File: src/rtl/z80_bus_ctrl_if.sv
// z80_bus_ctrl_if: bundle of the Z80-side bus, the memory req/ack port and the
// on-block I/O port signals seen by z80_bus_ctrl.
//   slave  modport: the bus controller (decodes the CPU cycle, drives DI/WAIT,
//                   the memory request side and the output port register).
//   master modport: the environment (CPU, memory and I/O pins).
// Signals:
//   ADDR/DO/WR/MREQ/IORQ/M1  CPU cycle inputs to the controller
//   DI/WAIT                  data and stall back to the CPU
//   MEM_REQ/MEM_WE/MEM_ADDR/MEM_WDATA  memory request, held until MEM_ACK
//   MEM_RDATA/MEM_ACK        memory read data and single-cycle completion
//   IO_OUT/IO_IN             output port register and input port value
interface z80_bus_ctrl_if;
    logic [15:0] ADDR;
    logic [7:0]  DO;
    logic        WR;
    logic        MREQ;
    logic        IORQ;
    logic        M1;
    logic [7:0]  DI;
    logic        WAIT;
    logic        MEM_REQ;
    logic        MEM_WE;
    logic [15:0] MEM_ADDR;
    logic [7:0]  MEM_WDATA;
    logic [7:0]  MEM_RDATA;
    logic        MEM_ACK;
    logic [7:0]  IO_OUT;
    logic [7:0]  IO_IN;

    modport slave (
        input  ADDR, DO, WR, MREQ, IORQ, M1, MEM_RDATA, MEM_ACK, IO_IN,
        output DI, WAIT, MEM_REQ, MEM_WE, MEM_ADDR, MEM_WDATA, IO_OUT
    );

    modport master (
        output ADDR, DO, WR, MREQ, IORQ, M1, MEM_RDATA, MEM_ACK, IO_IN,
        input  DI, WAIT, MEM_REQ, MEM_WE, MEM_ADDR, MEM_WDATA, IO_OUT
    );
endinterface

File: src/rtl/z80_bus_ctrl.sv
// z80_bus_ctrl: Z80 bus cycle decoder.
// Bridges memory cycles to a req/ack memory port with a programmable minimum
// number of wait states, implements one 8-bit output port register and one
// input port, and answers interrupt-acknowledge cycles with a fixed vector.
// Ports:
//   CLK    system clock, rising edge
//   RESET  asynchronous, active-low reset
//   bus    z80_bus_ctrl_if.slave (CPU bus, memory port, I/O port)
// Parameters:
//   MEM_WS        minimum wait cycles per memory access (0..15)
//   IO_PORT_ADDR  low address byte of the on-block I/O port
//   INT_VECTOR    byte returned on an interrupt-acknowledge cycle
//   IO_WS         fixed wait cycles for I/O cycles (0..15)
module z80_bus_ctrl #(
    parameter int unsigned MEM_WS       = 2,
    parameter logic [7:0]  IO_PORT_ADDR = 8'h10,
    parameter logic [7:0]  INT_VECTOR   = 8'hFF,
    parameter int unsigned IO_WS        = 1
) (
    input logic           CLK,
    input logic           RESET,
    z80_bus_ctrl_if.slave bus
);

    localparam logic [3:0] MemWsCnt = 4'(MEM_WS);
    localparam logic [3:0] IoWsCnt  = 4'(IO_WS);

    typedef enum logic [1:0] {StIdle, StMem, StIo, StDone} state_e;

    state_e     state;
    logic [3:0] wait_cnt;
    logic [7:0] rdata;
    logic       ack_seen;
    logic       aborted;

    logic       ack;
    logic       cnt_expire;
    logic       port_hit;
    logic [7:0] io_rd_data;

    // Only an ack against an outstanding request counts.
    assign ack = bus.MEM_ACK && bus.MEM_REQ;

    // The counter decrement happening this cycle brings it to zero, so a memory
    // access completes max(MEM_WS, ack latency) cycles after acceptance.
    assign cnt_expire = (wait_cnt <= 4'd1);

    assign port_hit = (bus.ADDR[7:0] == IO_PORT_ADDR);

    always_comb begin
        io_rd_data = 8'hFF;
        if (bus.M1) begin
            io_rd_data = INT_VECTOR;
        end else if (port_hit) begin
            io_rd_data = bus.IO_IN;
        end
    end

    assign bus.WAIT = (bus.MREQ || bus.IORQ) && (state != StDone);

    always_ff @(posedge CLK or negedge RESET) begin
        if (!RESET) begin
            state         <= StIdle;
            wait_cnt      <= 4'd0;
            rdata         <= 8'h00;
            ack_seen      <= 1'b0;
            aborted       <= 1'b0;
            bus.DI        <= 8'h00;
            bus.MEM_REQ   <= 1'b0;
            bus.MEM_WE    <= 1'b0;
            bus.MEM_ADDR  <= 16'h0000;
            bus.MEM_WDATA <= 8'h00;
            bus.IO_OUT    <= 8'h00;
        end else begin
            unique case (state)
                StIdle: begin
                    // MREQ has priority over a simultaneous IORQ.
                    if (bus.MREQ) begin
                        state         <= StMem;
                        bus.MEM_ADDR  <= bus.ADDR;
                        bus.MEM_WDATA <= bus.DO;
                        bus.MEM_WE    <= bus.WR;
                        bus.MEM_REQ   <= 1'b1;
                        wait_cnt      <= MemWsCnt;
                        ack_seen      <= 1'b0;
                        aborted       <= 1'b0;
                    end else if (bus.IORQ) begin
                        state    <= StIo;
                        wait_cnt <= IoWsCnt;
                    end
                end

                StMem: begin
                    if (wait_cnt != 4'd0) begin
                        wait_cnt <= wait_cnt - 4'd1;
                    end
                    if (ack) begin
                        bus.MEM_REQ <= 1'b0;
                        ack_seen    <= 1'b1;
                        if (!bus.MEM_WE) begin
                            rdata <= bus.MEM_RDATA;
                        end
                    end
                    if (ack || ack_seen) begin
                        if (aborted || !bus.MREQ) begin
                            // Withdrawn access: data is dropped, DI untouched.
                            state <= StIdle;
                        end else if (cnt_expire) begin
                            state <= StDone;
                            if (!bus.MEM_WE) begin
                                bus.DI <= ack ? bus.MEM_RDATA : rdata;
                            end
                        end
                    end else if (!bus.MREQ) begin
                        // Keep MEM_REQ up until the memory acks, then drop out.
                        aborted <= 1'b1;
                    end
                end

                StIo: begin
                    if (!bus.IORQ) begin
                        state <= StIdle;
                    end else if (wait_cnt == 4'd0) begin
                        state <= StDone;
                        if (bus.WR && !bus.M1) begin
                            if (port_hit) begin
                                bus.IO_OUT <= bus.DO;
                            end
                        end else begin
                            bus.DI <= io_rd_data;
                        end
                    end else begin
                        wait_cnt <= wait_cnt - 4'd1;
                    end
                end

                StDone: begin
                    if (!bus.MREQ && !bus.IORQ) begin
                        state <= StIdle;
                    end
                end

                default: state <= StIdle;
            endcase
        end
    end

endmodule

File: src/flat_wrapper.sv
// flat-port wrapper written by rule: the top's interface ports become plain ports
module z80_bus_ctrl_flat 
#(
    parameter int unsigned MEM_WS       = 2,
    parameter logic [7:0]  IO_PORT_ADDR = 8'h10,
    parameter logic [7:0]  INT_VECTOR   = 8'hFF,
    parameter int unsigned IO_WS        = 1
)
  (CLK, RESET, bus_ADDR, bus_DO, bus_WR, bus_MREQ, bus_IORQ, bus_M1, bus_MEM_RDATA, bus_MEM_ACK, bus_IO_IN, bus_DI, bus_WAIT, bus_MEM_REQ, bus_MEM_WE, bus_MEM_ADDR, bus_MEM_WDATA, bus_IO_OUT);
  z80_bus_ctrl_if bus_i ();
  input logic CLK;
  input logic RESET;
  input wire logic [$bits(bus_i.ADDR)-1:0] bus_ADDR;
  input wire logic [$bits(bus_i.DO)-1:0] bus_DO;
  input wire logic [$bits(bus_i.WR)-1:0] bus_WR;
  input wire logic [$bits(bus_i.MREQ)-1:0] bus_MREQ;
  input wire logic [$bits(bus_i.IORQ)-1:0] bus_IORQ;
  input wire logic [$bits(bus_i.M1)-1:0] bus_M1;
  input wire logic [$bits(bus_i.MEM_RDATA)-1:0] bus_MEM_RDATA;
  input wire logic [$bits(bus_i.MEM_ACK)-1:0] bus_MEM_ACK;
  input wire logic [$bits(bus_i.IO_IN)-1:0] bus_IO_IN;
  output wire logic [$bits(bus_i.DI)-1:0] bus_DI;
  output wire logic [$bits(bus_i.WAIT)-1:0] bus_WAIT;
  output wire logic [$bits(bus_i.MEM_REQ)-1:0] bus_MEM_REQ;
  output wire logic [$bits(bus_i.MEM_WE)-1:0] bus_MEM_WE;
  output wire logic [$bits(bus_i.MEM_ADDR)-1:0] bus_MEM_ADDR;
  output wire logic [$bits(bus_i.MEM_WDATA)-1:0] bus_MEM_WDATA;
  output wire logic [$bits(bus_i.IO_OUT)-1:0] bus_IO_OUT;
  assign bus_i.ADDR = bus_ADDR;
  assign bus_i.DO = bus_DO;
  assign bus_i.WR = bus_WR;
  assign bus_i.MREQ = bus_MREQ;
  assign bus_i.IORQ = bus_IORQ;
  assign bus_i.M1 = bus_M1;
  assign bus_i.MEM_RDATA = bus_MEM_RDATA;
  assign bus_i.MEM_ACK = bus_MEM_ACK;
  assign bus_i.IO_IN = bus_IO_IN;
  assign bus_DI = bus_i.DI;
  assign bus_WAIT = bus_i.WAIT;
  assign bus_MEM_REQ = bus_i.MEM_REQ;
  assign bus_MEM_WE = bus_i.MEM_WE;
  assign bus_MEM_ADDR = bus_i.MEM_ADDR;
  assign bus_MEM_WDATA = bus_i.MEM_WDATA;
  assign bus_IO_OUT = bus_i.IO_OUT;
  z80_bus_ctrl #(.MEM_WS(MEM_WS), .IO_PORT_ADDR(IO_PORT_ADDR), .INT_VECTOR(INT_VECTOR), .IO_WS(IO_WS)) u_core (.CLK(CLK), .RESET(RESET), .bus(bus_i));
endmodule
File: config.mk
export PLATFORM = sky130hd
export DESIGN_NAME = z80_bus_ctrl_flat
export DESIGN_NICKNAME = d
export VERILOG_FILES = /design/src/rtl/z80_bus_ctrl_if.sv /design/src/rtl/z80_bus_ctrl.sv /design/src/flat_wrapper.sv
export SDC_FILE = /design/constraint.sdc
export NUM_CORES = 1
export LEC_CHECK = 0
export ABC_AREA = 1
export BUFFER_PORTS_ARGS = -buffer_cell sky130_fd_sc_hd__buf_2
export CAP_MARGIN = 5
export CORE_MARGIN = 8
export CORE_UTILIZATION = 42
export CTS_BUF_LIST = sky130_fd_sc_hd__clkbuf_8
export CTS_CLUSTER_SIZE = 25
export DETAILED_ROUTE_END_ITERATION = 12
export PLACE_DENSITY = 0.68
export SETUP_SLACK_MARGIN = 0.02
export SYNTH_ARGS = -nofsm -noshare
export SYNTH_HDL_FRONTEND = slang
export SYNTH_SLANG_ARGS = --single-unit
export TNS_END_PERCENT = 10
File: constraint.sdc
create_clock -name CLK -period 2.2 [get_ports CLK]
set_clock_uncertainty 0.05 [all_clocks]
set_input_delay 0.44 -clock CLK [delete_from_list [all_inputs] [get_ports CLK]]
set_output_delay 0.44 -clock CLK [all_outputs]
set_load 0.005 [all_outputs]
Word level (Yosys, flattened, before mapping):

Cells that the tools add are included.
W data, S select, Z words.

* add/sub/neg operators: 1
* multipliers: 0
* divide/modulo/power cells: 0
* $lt $le $gt $ge: 1
* eq/ne operators: 22
* shift operators: 0
* mux-type cells: 35
* bitwise gates (word level): 1
* reductions and logical operators: 24

Operator list (count)
* $mux W8: 10
* $mux W4: 5
* $ne A2 B2 Y1 const B: 9
* $mux W2: 8
* $pmux W8 S2: 1
* $reduce_and A5 Y1: 3
* $ne A2 B1 Y1 const B: 6
* $pmux W4 S3: 1
* $eq A8 B5 Y1 const B: 1
* $pmux W2 S4: 1
* $reduce_and A8 Y1: 1
* $mux W1: 6
* $pmux W1 S2: 3
* $reduce_and A3 Y1: 2
* $eq A2 B2 Y1 const B: 2
* $le A4 B1 Y1 const B: 1
* $logic_and A1 B1 Y1: 4
* $logic_not A4 Y1: 1
* $reduce_and A4 Y1: 1
* $reduce_bool A2 Y1: 2
* $reduce_bool A4 Y1: 1
* $sub A4 B1 Y4 const B: 1
* $logic_not A1 Y1: 3
* $logic_or A1 B1 Y1: 3
* 8 further kinds: 8

* flip-flop bits (word level): 58
* bits in latches: 0
* bits in writable memories: 0
* memory bits (read-only): 0
* input bits: 47
* output and inout port bits: 43
* memories: 0

Logic depth before layout (Yosys ltp):

* depth in word-level cells: 7
* gate-level depth with buffers: 11

Worst setup path before layout:

No wires, ideal clock.

* path type: flip-flop to flip-flop
* start point: register u_core.state[0]
* end point: register u_core.bus.IO_OUT[5]
* setup time: 0.117 ns
* arrival: 1.322 ns
* setup slack: 0.711 ns
* stages on the path, launching flop included: 9
* clock period less this slack: 1.489 ns
* cell sequence: dfrtp_1 > inv_1 > ha_1 > nand2_2 > nor3_2 > nand2_2 > buf_6 > nand2_2 > o21ai_2

* word-level cells in the longest chain between the ends: 2

RTL lines
* start: declaration: line z80_bus_ctrl.sv:30 `state_e state;`
* start signal: assignment: line z80_bus_ctrl.sv:63 `state <= StIdle;`
* start signal: assignment: line z80_bus_ctrl.sv:79 `state <= StMem;`
* start signal: assignment: line z80_bus_ctrl.sv:88 `state <= StIo;`
* $eq A2 B2 Y1: line z80_bus_ctrl.sv:75 `unique case (state)`
* $reduce_and A5 Y1 (no line)
* end signal: assignment: line z80_bus_ctrl.sv:127 `bus.IO_OUT <= bus.DO;`
* end: declaration: line z80_bus_ctrl_if.sv:32 `output DI, WAIT, MEM_REQ, MEM_WE, MEM_ADDR, MEM_WDATA, IO_OUT`

Every way passes these cells.
A chain may end at the register's enable or synchronous reset.

Final worst setup path:

* start point: register u_core.state[1]
* end point: output bus_WAIT

* word-level cells in the longest chain between the ends: 2

RTL lines
* $ne A2 B2 Y1: line z80_bus_ctrl.sv:59 `assign bus.WAIT = (bus.MREQ || bus.IORQ) && (state != StDone);`
* $logic_and A1 B1 Y1: line z80_bus_ctrl.sv:59
* end: declaration: line flat_wrapper.sv:23 `output wire logic [$bits(bus_i.WAIT)-1:0] bus_WAIT;`

Every way passes these cells.

==> run_summary.xml <==
<?xml version="1.0" encoding="UTF-8"?>
<metrics>
  <group name="logic_synthesis">
    <metric name="synth_cell_types" unit="">24</metric>
    <metric name="synthMostInstantiatedCell" unit="">nand2_1</metric>
    <metric name="yosys.area_share.adder" unit="">0.03040</metric>
    <metric name="yosys_most_used_dff" unit="">dfrtp_1</metric>
    <metric name="mappedNetlistNets" unit="">423</metric>
    <metric name="ys_ff_latch" unit="">58</metric>
    <metric name="synthTopCellsByArea" unit="">dfrtp_1, nand2_1, nor2_1, inv_1, o21ai_0</metric>
    <metric name="main_combinational_cell_family_by_area_after_synthesis" unit="">simple AND/OR/NAND/NOR gates</metric>
    <metric name="netlist_top_cells_count" unit="">nand2_1, dfrtp_1, nor2_1</metric>
    <metric name="synth_xor_area_frac" unit="">0</metric>
    <metric name="synthesis.area_per_instance" unit="sq um">7.809</metric>
    <metric name="synth_edf_count" unit="">0</metric>
    <metric name="syn-instance-count" unit="">369</metric>
    <metric name="synthSimpleGateAreaFrac" unit="">0.3035</metric>
    <metric name="synth_compound_area_frac" unit="">0.09119</metric>
    <metric name="synthesis.yosys.warnings" unit="">0</metric>
    <metric name="yosysSeqAreaShare" unit="">0.5037</metric>
    <metric name="synth.cell_area" unit="sq mm">0.002882</metric>
    <metric name="synth_mux_area_frac" unit="">0</metric>
    <metric name="yosysTopAreaCell" unit="">dfrtp_1</metric>
    <metric name="synth.top_cell.area_share" unit="">0.5037</metric>
    <metric name="postSynth.asyncResetShare" unit="">1.000</metric>
  </group>
  <group name="finish">
    <metric name="utilization" unit="">0.5380</metric>
    <metric name="syn2layout_area_growth" unit="%">25.45</metric>
    <metric name="drive_gt1_frac" unit="">0.2805</metric>
    <metric name="diodes" unit="">0</metric>
    <metric name="design.final.nets" unit="">516</metric>
    <metric name="fin_area" unit="sq mm">0.003615</metric>
  </group>
  <group name="timing">
    <metric name="final-hold-violation-count" unit="">0</metric>
    <metric name="rsz0062_at_grt" unit="">no</metric>
    <metric name="timing.max_slew.rel_slack" unit="">0.6774</metric>
    <metric name="final.hold.worst_slack" unit="ns">0.01218</metric>
    <metric name="max_slew.worst_pin.slew" unit="ns">0.4839</metric>
    <metric name="setup_viol" unit="">0</metric>
    <metric name="post-route-worst-setup-slack" unit="ns">0.4613</metric>
    <metric name="final.min_clock_period" unit="ns">1.739</metric>
    <metric name="finalCritPeriodShare" unit="">0.7903</metric>
    <metric name="timing_max_transition_violations_final" unit="">0</metric>
    <metric name="fin_tns_setup" unit="ns">0</metric>
    <metric name="achievable-frequency" unit="MHz">575.1</metric>
  </group>
  <group name="setup_path">
    <metric name="crit_path_start_kind" unit="">register</metric>
    <metric name="crit_fanout" unit="">4</metric>
    <metric name="critPathCaptureType" unit="">output pin</metric>
    <metric name="required" unit="ns">1.71</metric>
    <metric name="crit_arrival" unit="ns">1.25</metric>
    <metric name="worstSetupPathType" unit="">register to output pin</metric>
    <metric name="timing.reg2reg.worst_path_depth" unit="">7</metric>
  </group>
  <group name="cts">
    <metric name="cts_buffers" unit="">9</metric>
    <metric name="cts.reportedPaths.clkPinSlew" unit="ns">0.07</metric>
    <metric name="cts.repair_timing.setup_buffer_count" unit="">0</metric>
    <metric name="cts.root.buffer_cell" unit="">clkbuf_8</metric>
    <metric name="cts.sink_count" unit="">58</metric>
    <metric name="cts_tree" unit="">built</metric>
    <metric name="holdBufCountCts" unit="">0</metric>
    <metric name="clock_latency" unit="ns">0.33</metric>
    <metric name="post_cts.resized_instances" unit="">0</metric>
    <metric name="cts_htree_levels" unit="">3</metric>
    <metric name="cts-root-to-sink-buffers" unit="">2</metric>
  </group>
  <group name="pwr">
    <metric name="comb_power_share" unit="">0.400</metric>
    <metric name="ir_drop" unit="mV">0.7353</metric>
    <metric name="power.clock.fraction" unit="">0.230</metric>
    <metric name="p_leak" unit="nW">2.079</metric>
    <metric name="internal_power" unit="W">0.002887</metric>
    <metric name="power-per-cell-area" unit="mW/mm^2">1293</metric>
    <metric name="p_sw_frac" unit="">0.3825</metric>
    <metric name="power_switching" unit="W">0.001788</metric>
    <metric name="sequentialPowerShare" unit="">0.369</metric>
  </group>
  <group name="global_routing">
    <metric name="track_usage" unit="">0.1544</metric>
    <metric name="gr-max-usage-layer" unit="">met2</metric>
    <metric name="wire_length_of_the_first_global_routing_pass" unit="mm">12.21</metric>
    <metric name="met3_usage" unit="">0.05567</metric>
    <metric name="use_met2" unit="">0.2422</metric>
    <metric name="initial_antenna_violation_count" unit="">0</metric>
    <metric name="grtUsageMet1" unit="">0.1862</metric>
    <metric name="grt_pass1_vias" unit="">2656</metric>
    <metric name="grt_start_max_net_pins" unit="">39</metric>
    <metric name="grt_overflow" unit="">0</metric>
  </group>
  <group name="run">
    <metric name="timing.max_cap.violations" unit="">0</metric>
  </group>
  <group name="floorplanning">
    <metric name="std_cell_rows" unit="">30</metric>
    <metric name="initial_utilization" unit="">0.4289</metric>
    <metric name="top_level_ports" unit="">90</metric>
    <metric name="die_x" unit="microns">98.83</metric>
    <metric name="dieHeight" unit="microns">98.83</metric>
    <metric name="placeableCoreArea" unit="sq mm">0.006719</metric>
    <metric name="floorplan.die_area" unit="sq mm">0.009767</metric>
  </group>
  <group name="routing">
    <metric name="final_antenna_net_count" unit="">0</metric>
    <metric name="post_drt_via_cell_ratio" unit="">4.700</metric>
    <metric name="detail_route.wl_per_cell" unit="microns">13.07</metric>
    <metric name="drcViolationCount" unit="">0</metric>
    <metric name="drt_pre_antenna_iters" unit="">4</metric>
    <metric name="drtIter0Drc" unit="">116</metric>
    <metric name="routed_wl" unit="mm">7.149</metric>
    <metric name="total_via_count_after_detailed_routing" unit="">2571</metric>
  </group>
  <group name="outcome">
    <metric name="status" unit="">complete, no violations</metric>
  </group>
  <group name="placement">
    <metric name="port_buffers" unit="">89</metric>
    <metric name="placed_area" unit="sq mm">0.003396</metric>
    <metric name="dp.final_hpwl" unit="mm">5.580</metric>
    <metric name="dpl_worst_slack" unit="ns">0.4937</metric>
    <metric name="gp_congestion" unit="">0.8495</metric>
  </group>
  <group name="worst_hold_path">
    <metric name="hold_path_class" unit="">input pin to asynchronous set/reset pin</metric>
  </group>
</metrics>
worst paths after layout:
path | startpoint | endpoint | slack (ns)
worst max-delay path | u_core.state[1] | bus_WAIT | 0.46
worst min-delay path | RESET | u_core.rdata[4] | 0.01
worst max register to register | u_core.state[0] | u_core.bus.IO_OUT[1] | 0.48
worst min register to register | u_core.bus.MEM_ADDR[12] | u_core.bus.MEM_ADDR[12] | 0.42
max in group asynchronous | RESET | u_core.bus.IO_OUT[6] | 1.52
min in group CLK | bus_ADDR[12] | u_core.bus.MEM_ADDR[12] | 0.25
cell usage in the layout, fill, tap and decap left out:
master,instances
ha_1,7
o21a_1,1
o21ai_0,19
nand3_1,16
inv_2,2
a21oi_1,18
buf_2,89
nand4_1,2
nand2_2,8
buf_4,1
nor3_1,1
dfrtp_1,58
nor2_1,44
buf_12,1
nor3_2,1
nor2_4,3
nor2_2,1
nand3_2,1
bufinv_16,2
clkbuf_8,10
clkinvlp_4,1
o21ai_2,8
inv_1,38
or2_2,1
clkinv_2,2
nand2_1,132
registers in the layout, summed over array words and instances, names as in the netlist:
name	flops
u_core.aborted	1
u_core.ack_seen	1
u_core.bus.DI	8
u_core.bus.IO_OUT	8
u_core.bus.MEM_ADDR	16
u_core.bus.MEM_REQ	1
u_core.bus.MEM_WDATA	8
u_core.bus.MEM_WE	1
u_core.rdata	8
u_core.state	2
u_core.wait_cnt	4
final cells by class:
class | instances | area (sq um)
Tap cell | 80 | 100.1
Multi-Input combinational cell | 263 | 1225
Fill cell | 622 | 3104
Inverter | 39 | 146.4
Sequential cell | 58 | 1451
Clock inverter | 6 | 81.33
Clock buffer | 10 | 137.6
Timing Repair Buffer | 91 | 473.0
stage by stage:
stage	power [W]	cells
after floorplan	0.002953	369
after global placement	0.003591	531
after detailed placement	0.003640	531
after CTS	0.004735	547
after global routing	0.005124	547
final	0.004676	547
routing by layer:
metal  wire length [microns]  part of all wire  vias up
met5                       0                 0        -
met4                      99             0.014        0
met3                     483             0.068       10
met2                    3400              0.48       80
met1                    3164              0.44     1156
li1                        -                 -     1325
cell families after synthesis:
| group | Yosys count |
|---|---|
| AOI/OAI and AO/OA | 46 |
| adders and majority gates | 7 |
| buffers and inverters | 48 |
| DFF | 58 |
| and+or+nand+nor | 210 |
power by group through the flow:
| stage | registers [W] | clock network [W] | logic (W) |
|---|---|---|---|
| 2_1_floorplan | 0.00174 | 0 | 0.00122 |
| 3_3_place_gp | 0.00174 | 0 | 0.00185 |
| 3_5_place_dp | 0.00174 | 0 | 0.00190 |
| 4_1_cts | 0.00173 | 0.00110 | 0.00190 |
| 5_1_grt | 0.00179 | 0.00115 | 0.00218 |
| 6_report | 0.00173 | 0.00108 | 0.00187 |
worst max-delay path, stage by stage (launching register included):
cell and delay (ns):
dfrtp_1 0.42, ha_1 0.23, nor2_1 0.13, buf_2 0.13
Note: power is estimated with default switching activity, not from simulation.
